**config.mk**
```make
export PLATFORM = sky130hd
export DESIGN_NAME = mul_seq_ctrl
export DESIGN_NICKNAME = d
export VERILOG_FILES = /design/src/rtl/mul_seq_pkg.sv /design/src/rtl/mul_seq_step.sv /design/src/rtl/mul_seq_ctrl.sv
export SDC_FILE = /design/constraint.sdc
export NUM_CORES = 1
export LEC_CHECK = 0
export ABC_AREA = 0
export BUFFER_PORTS_ARGS = -buffer_cell sky130_fd_sc_hd__buf_2
export CORE_AREA = 10 10 52 84
export CTS_CLUSTER_DIAMETER = 60
export DETAILED_ROUTE_END_ITERATION = 8
export DIE_AREA = 0 0 62 94
export GPL_ROUTABILITY_DRIVEN = 0
export PLACE_DENSITY = 0.61
export SETUP_SLACK_MARGIN = 0.02
export SLEW_MARGIN = 10
export SYNTH_ARGS = -nofsm -noshare
export SYNTH_HDL_FRONTEND = slang
export SYNTH_SLANG_ARGS = --single-unit
export TNS_END_PERCENT = 50
```
**constraint.sdc**
```tcl
create_clock -name clk -period 3.5 [get_ports clk]
set_clock_uncertainty 0.15 [all_clocks]
set_input_delay 0.175 -clock clk [delete_from_list [all_inputs] [get_ports clk]]
set_output_delay 0.175 -clock clk [all_outputs]
set_load 0.02 [all_outputs]
```
**src/rtl/mul_seq_pkg.sv**
```systemverilog
// Shared definitions for the sequential shift-add multiplier: FSM state codes
// and the counter-width helper.
package mul_seq_pkg;

  localparam logic [1:0] ST_IDLE = 2'd0;
  localparam logic [1:0] ST_BUSY = 2'd1;
  localparam logic [1:0] ST_DONE = 2'd2;

  function automatic int unsigned clog2(input int unsigned v);
    int unsigned r;
    int unsigned t;
    r = 0;
    t = (v > 0) ? v - 1 : 0;
    while (t != 0) begin
      r = r + 1;
      t = t >> 1;
    end
    return r;
  endfunction

  // Counter needs at least one bit even for a 1-bit operand.
  function automatic int unsigned cnt_width(input int unsigned w);
    return (clog2(w) == 0) ? 1 : clog2(w);
  endfunction

endpackage

```
**src/rtl/mul_seq_step.sv**
```systemverilog
// One shift-add step: accumulate the multiplicand when the current multiplier
// bit is set. The only adder in the multiplier.
module mul_seq_step #(
  parameter int unsigned WIDTH = 3
) (
  input  logic [2*WIDTH-1:0] acc,
  input  logic [2*WIDTH-1:0] mcand,
  input  logic               sel,
  output logic [2*WIDTH-1:0] sum_c
);

  assign sum_c = acc + (sel ? mcand : '0);

endmodule

```
**src/rtl/mul_seq_ctrl.sv**
```systemverilog
// Sequential shift-add multiplier with start/busy/done handshake.
// Optional MUL_SEQ_EARLY_EXIT_EN ends BUSY once no multiplier bits remain.
module mul_seq_ctrl
  import mul_seq_pkg::*;
#(
  parameter int unsigned WIDTH = 3
) (
  input  logic               clk,
  input  logic               rst,
  input  logic               start,
  input  logic [WIDTH-1:0]   x,
  input  logic [WIDTH-1:0]   y,
  output logic               busy,
  output logic               done,
  output logic [2*WIDTH-1:0] out
);

  localparam int unsigned PW = 2 * WIDTH;
  localparam int unsigned CW = cnt_width(WIDTH);

  logic [1:0]       state, state_next;
  logic [PW-1:0]    mcand, mcand_next;
  logic [WIDTH-1:0] mplr, mplr_next;
  logic [PW-1:0]    acc, acc_next;
  logic [CW-1:0]    cnt, cnt_next;
  logic [PW-1:0]    out_next;
  logic             busy_next, done_next;
  logic [PW-1:0]    sum_c;
  logic             last_c;

  mul_seq_step #(.WIDTH(WIDTH)) u_step (
    .acc   (acc),
    .mcand (mcand),
    .sel   (mplr[0]),
    .sum_c (sum_c)
  );

`ifdef MUL_SEQ_EARLY_EXIT_EN
  assign last_c = (cnt == CW'(WIDTH - 1)) || ((mplr >> 1) == '0);
`else
  assign last_c = (cnt == CW'(WIDTH - 1));
`endif

  // State, datapath and registered outputs.
  always_ff @(posedge clk or posedge rst) begin
    if (rst) begin
      state <= ST_IDLE;
      mcand <= '0;
      mplr  <= '0;
      acc   <= '0;
      cnt   <= '0;
      out   <= '0;
      busy  <= 1'b0;
      done  <= 1'b0;
    end else begin
      state <= state_next;
      mcand <= mcand_next;
      mplr  <= mplr_next;
      acc   <= acc_next;
      cnt   <= cnt_next;
      out   <= out_next;
      busy  <= busy_next;
      done  <= done_next;
    end
  end

  // Next-state and datapath update.
  always_comb begin
    state_next = state;
    mcand_next = mcand;
    mplr_next  = mplr;
    acc_next   = acc;
    cnt_next   = cnt;
    out_next   = out;
    case (state)
      ST_IDLE: begin
        if (start) begin
          mcand_next = {{WIDTH{1'b0}}, x};
          mplr_next  = y;
          acc_next   = '0;
          cnt_next   = '0;
          state_next = ST_BUSY;
        end
      end
      ST_BUSY: begin
        acc_next   = sum_c;
        mcand_next = mcand << 1;
        mplr_next  = mplr >> 1;
        cnt_next   = cnt + CW'(1);
        if (last_c) begin
          out_next   = sum_c;
          state_next = ST_DONE;
        end
      end
      ST_DONE: state_next = ST_IDLE;
      default: state_next = ST_IDLE;
    endcase
    busy_next = (state_next == ST_BUSY);
    done_next = (state_next == ST_DONE);
  end

endmodule
```
==> metrics.md <==
| Metric | Value |
|---|---|
| Fin nets | `150` |
| Die area | `5830 um2` |
| Initial Util | `43.0%` |
| Buffers added on ports | `16` |
| Worst R2R Path Depth | `7` |
| Peak supply drop | `0.000339 V` |
| Post-DP HPWL | `1930 um` |
| Pwr dens | `827 nW/um2` |
| Top_reg_cell synth | `dfrtp_1` |
| Slew margin rel. | `about 31%` |
| Vias in the first global route | `955` |
| Most numerous cell in the Yosys netlist | `dfrtp_1` |
| Non-Filler Instances | `175` |
| Status | `finished, violations left` |
| Setup TNS | `0 ps` |
| Worst-Margin Slew | `approximately 1000 ps` |
| H-tree levels | `1` |
| Beginning of the worst register-to-register path | `mplr[0]` |
| Pwr Total | `about 1.2 mW` |
| Failing checks | `negative hold slack` |
| Max-slew violations | `0` |
| Largest net degree at the start of global routing | `28` |
| Post-CTS sizing | `0` |
| Post-layout min period | `2130 ps` |
| Crit path kind | `register to register` |
| Synth async-reset ratio | `100%` |
| Die X | `~62 um` |
| Post-CTS setup buffers | `0` |
| DP Cell Count | `171` |
| Layout cells sized above 1 | `around 18%` |
| Synth area leaders | `dfrtp_1 53%, ha_1 5.9%, o21ai_0 5.1%, nand2_1 4.4%, a22o_1 3.4%` |
| CP Launch Type | `register` |
| DP Area | `1390 um2` |
| Mapped Avg Cell Area | `around 11 um2` |
| Worst Setup End Kind | `register` |
| Cell taking the most area after synthesis | `dfrtp_1` |
| Final Hold Viols | `27` |
| YS warnings | `0` |
| Global-route wire length before repair | `between 4000 and 5000 um` |
| Min Hold Slack | `-11.2 ps` |
| Synth top area share | `53.1%` |
| Overall routed net length | `2540 um` |
| Final instance area | `1440 um2` |
| DRC Markers | `0` |
| Routed WL per cell | `14.5 um` |
| Unrepaired setup endpoints after global routing | `false` |
| Final setup viols | `0` |
| Hold WC Path Type | `input pin to asynchronous set/reset pin` |
| Io pins | `17` |
| Post-synth EDFFs | `0` |
| Clock Tree Root | `clkbuf_8` |
| Critical path arrival | `between 2000 and 2500 ps` |
| Drt first pass iters | `4` |
| Area growth from synthesis to layout | `12.8%` |
| Via count | `882` |
| Distinct cell type count of the synthesized netlist | `28` |
| Tcrit/Tclk final | `60.8%` |
| Cell row count | `26` |
| Fill count | `about 280` |
| Syn Nets | `132` |
| Peak Freq | `0.470 GHz` |
| Core ar. | `between 2000 and 3000 um2` |
| Total GRT Usage | `10.3%` |
| Vias per cell | `5.04` |
| Dpl ws | `1420 ps` |
| Die Y | `about 94 um` |
| Reg-to-reg slack, setup | `1370 ps` |
| TritonCTS clock tree | `done` |
| Setup slack after layout | `between 1000 and 1500 ps` |
| Critical Path Fanout Max | `7` |
| Pleak | `0.744 nW` |
| Gr ovfl total | `0` |
| Initial antenna violation count | `0` |
| Finished Core Util | `48.5%` |
| Critical Path RT | `between 3000 and 4000 ps` |
| Post-synthesis cell area | `between 1000 and 1500 um2` |
| N_diodes | `0` |
| Maximum clock insertion buffer count | `2` |
| Cells after synthesis | `116` |
| Synthesized flop and latch total | `27` |
| Inserted Clock Buffers | `3` |
| Clk sinks | `27` |
| Clock transition at path regs | `90 ps` |
| R2r endpoint | `acc[4]` |
| Routed Antenna Nets | `0` |
| Detailed Route Iter0 Violations | `31` |
| Seq/Total Area, Yosys | `53.1%` |
| Max-cap violations | `0` |
| Worst skew pair latency | `270 ps` |
| Cts hold-fix bufs | `0` |
| Post-synth top cells | `27 x dfrtp_1, 15 x nand2_1, 13 x o21ai_0` |
[cell type report]
type	instances	area (um2)	area share, %
clock buffer	4	45.0	3.14
inverter	5	18.8	1.31
multi-input combinational	80	556	38.7
sequential	27	676	47.1
tap	42	52.6	3.66
timing repair buffer	17	87.6	6.10
[worst max-delay path by stage]
stage,slack [ps],end,from
global route,1210,out[4],mplr[0]
CTS,1400,acc[4],mplr[0]
detailed placement,1420,acc[4],mplr[0]
finish,1370,acc[4],mplr[0]
global placement,1460,acc[4],mplr[0]
floorplan,1540,acc[4],mplr[0]
[state kept, by name (all words and copies together), names as in the netlist]
| signal | count |
|---|---|
| acc | 6 |
| done | 1 |
| mcand | 6 |
| mplr | 3 |
| busy | 1 |
| cnt | 2 |
| out | 6 |
| state | 2 |
[worst max-delay path: stages (launching register included)]
cell and delay [ps]:
dfrtp_1 440, and2_1 160, ha_1 200, fa_1 410, a21o_1 180, a21oi_1 180, xor2_1 200, o21ai_0 90
[routing by layer]
metal / routed length [um] / vias to the layer above / GRT usage, %
li1: - / 434 / -
met1: 1120 / 428 / 12.4
met2: 1290 / 16 / 17.1
met3: 69 / 4 / 1.36
met4: 51 / 0 / 4.87
met5: 0 / - / 0
[where the power goes]
part           total [mW]  internal [mW]  switching (mW)
registers           0.518          0.431          0.0869
clock network       0.176         0.0816          0.0947
logic               0.492          0.198           0.294
total                1.19          0.711           0.476
[cell usage in the layout, fill, tap and decap left out, drive strengths merged]
cell type  Yosys  routed
xnor2          2       2
nand4          2       2
nor2b          2       2
mux2i          3       3
inv            5       5
nand2         16      16
o21ai         13      13
and2b          1       1
and2           6       6
clkbuf         0       4
ha             6       6
nand3          2       2
a32o           1       1
buf            4      17
xor2           2       2
mux2           2       2
nand2b         1       1
a21oi          6       6
dfrtp         27      27
fa             1       1
o21bai         1       1
a211o          1       1
a22o           5       5
a31oi          2       2
a21o           4       4
nor2           1       1
[kinds of logic after synthesis]
kind of cell / after synthesis / share of synthesized area (%)
xor+xnor: 4 / 2.75
flops: 27 / 53.1
fa+ha+maj: 7 / 7.47
simple gates: 31 / 12.4
mux: 5 / 4.72
compound gates: 33 / 16.3
buf+inv: 9 / 3.24
No activity file was read; power rests on OpenSTA's default activity.
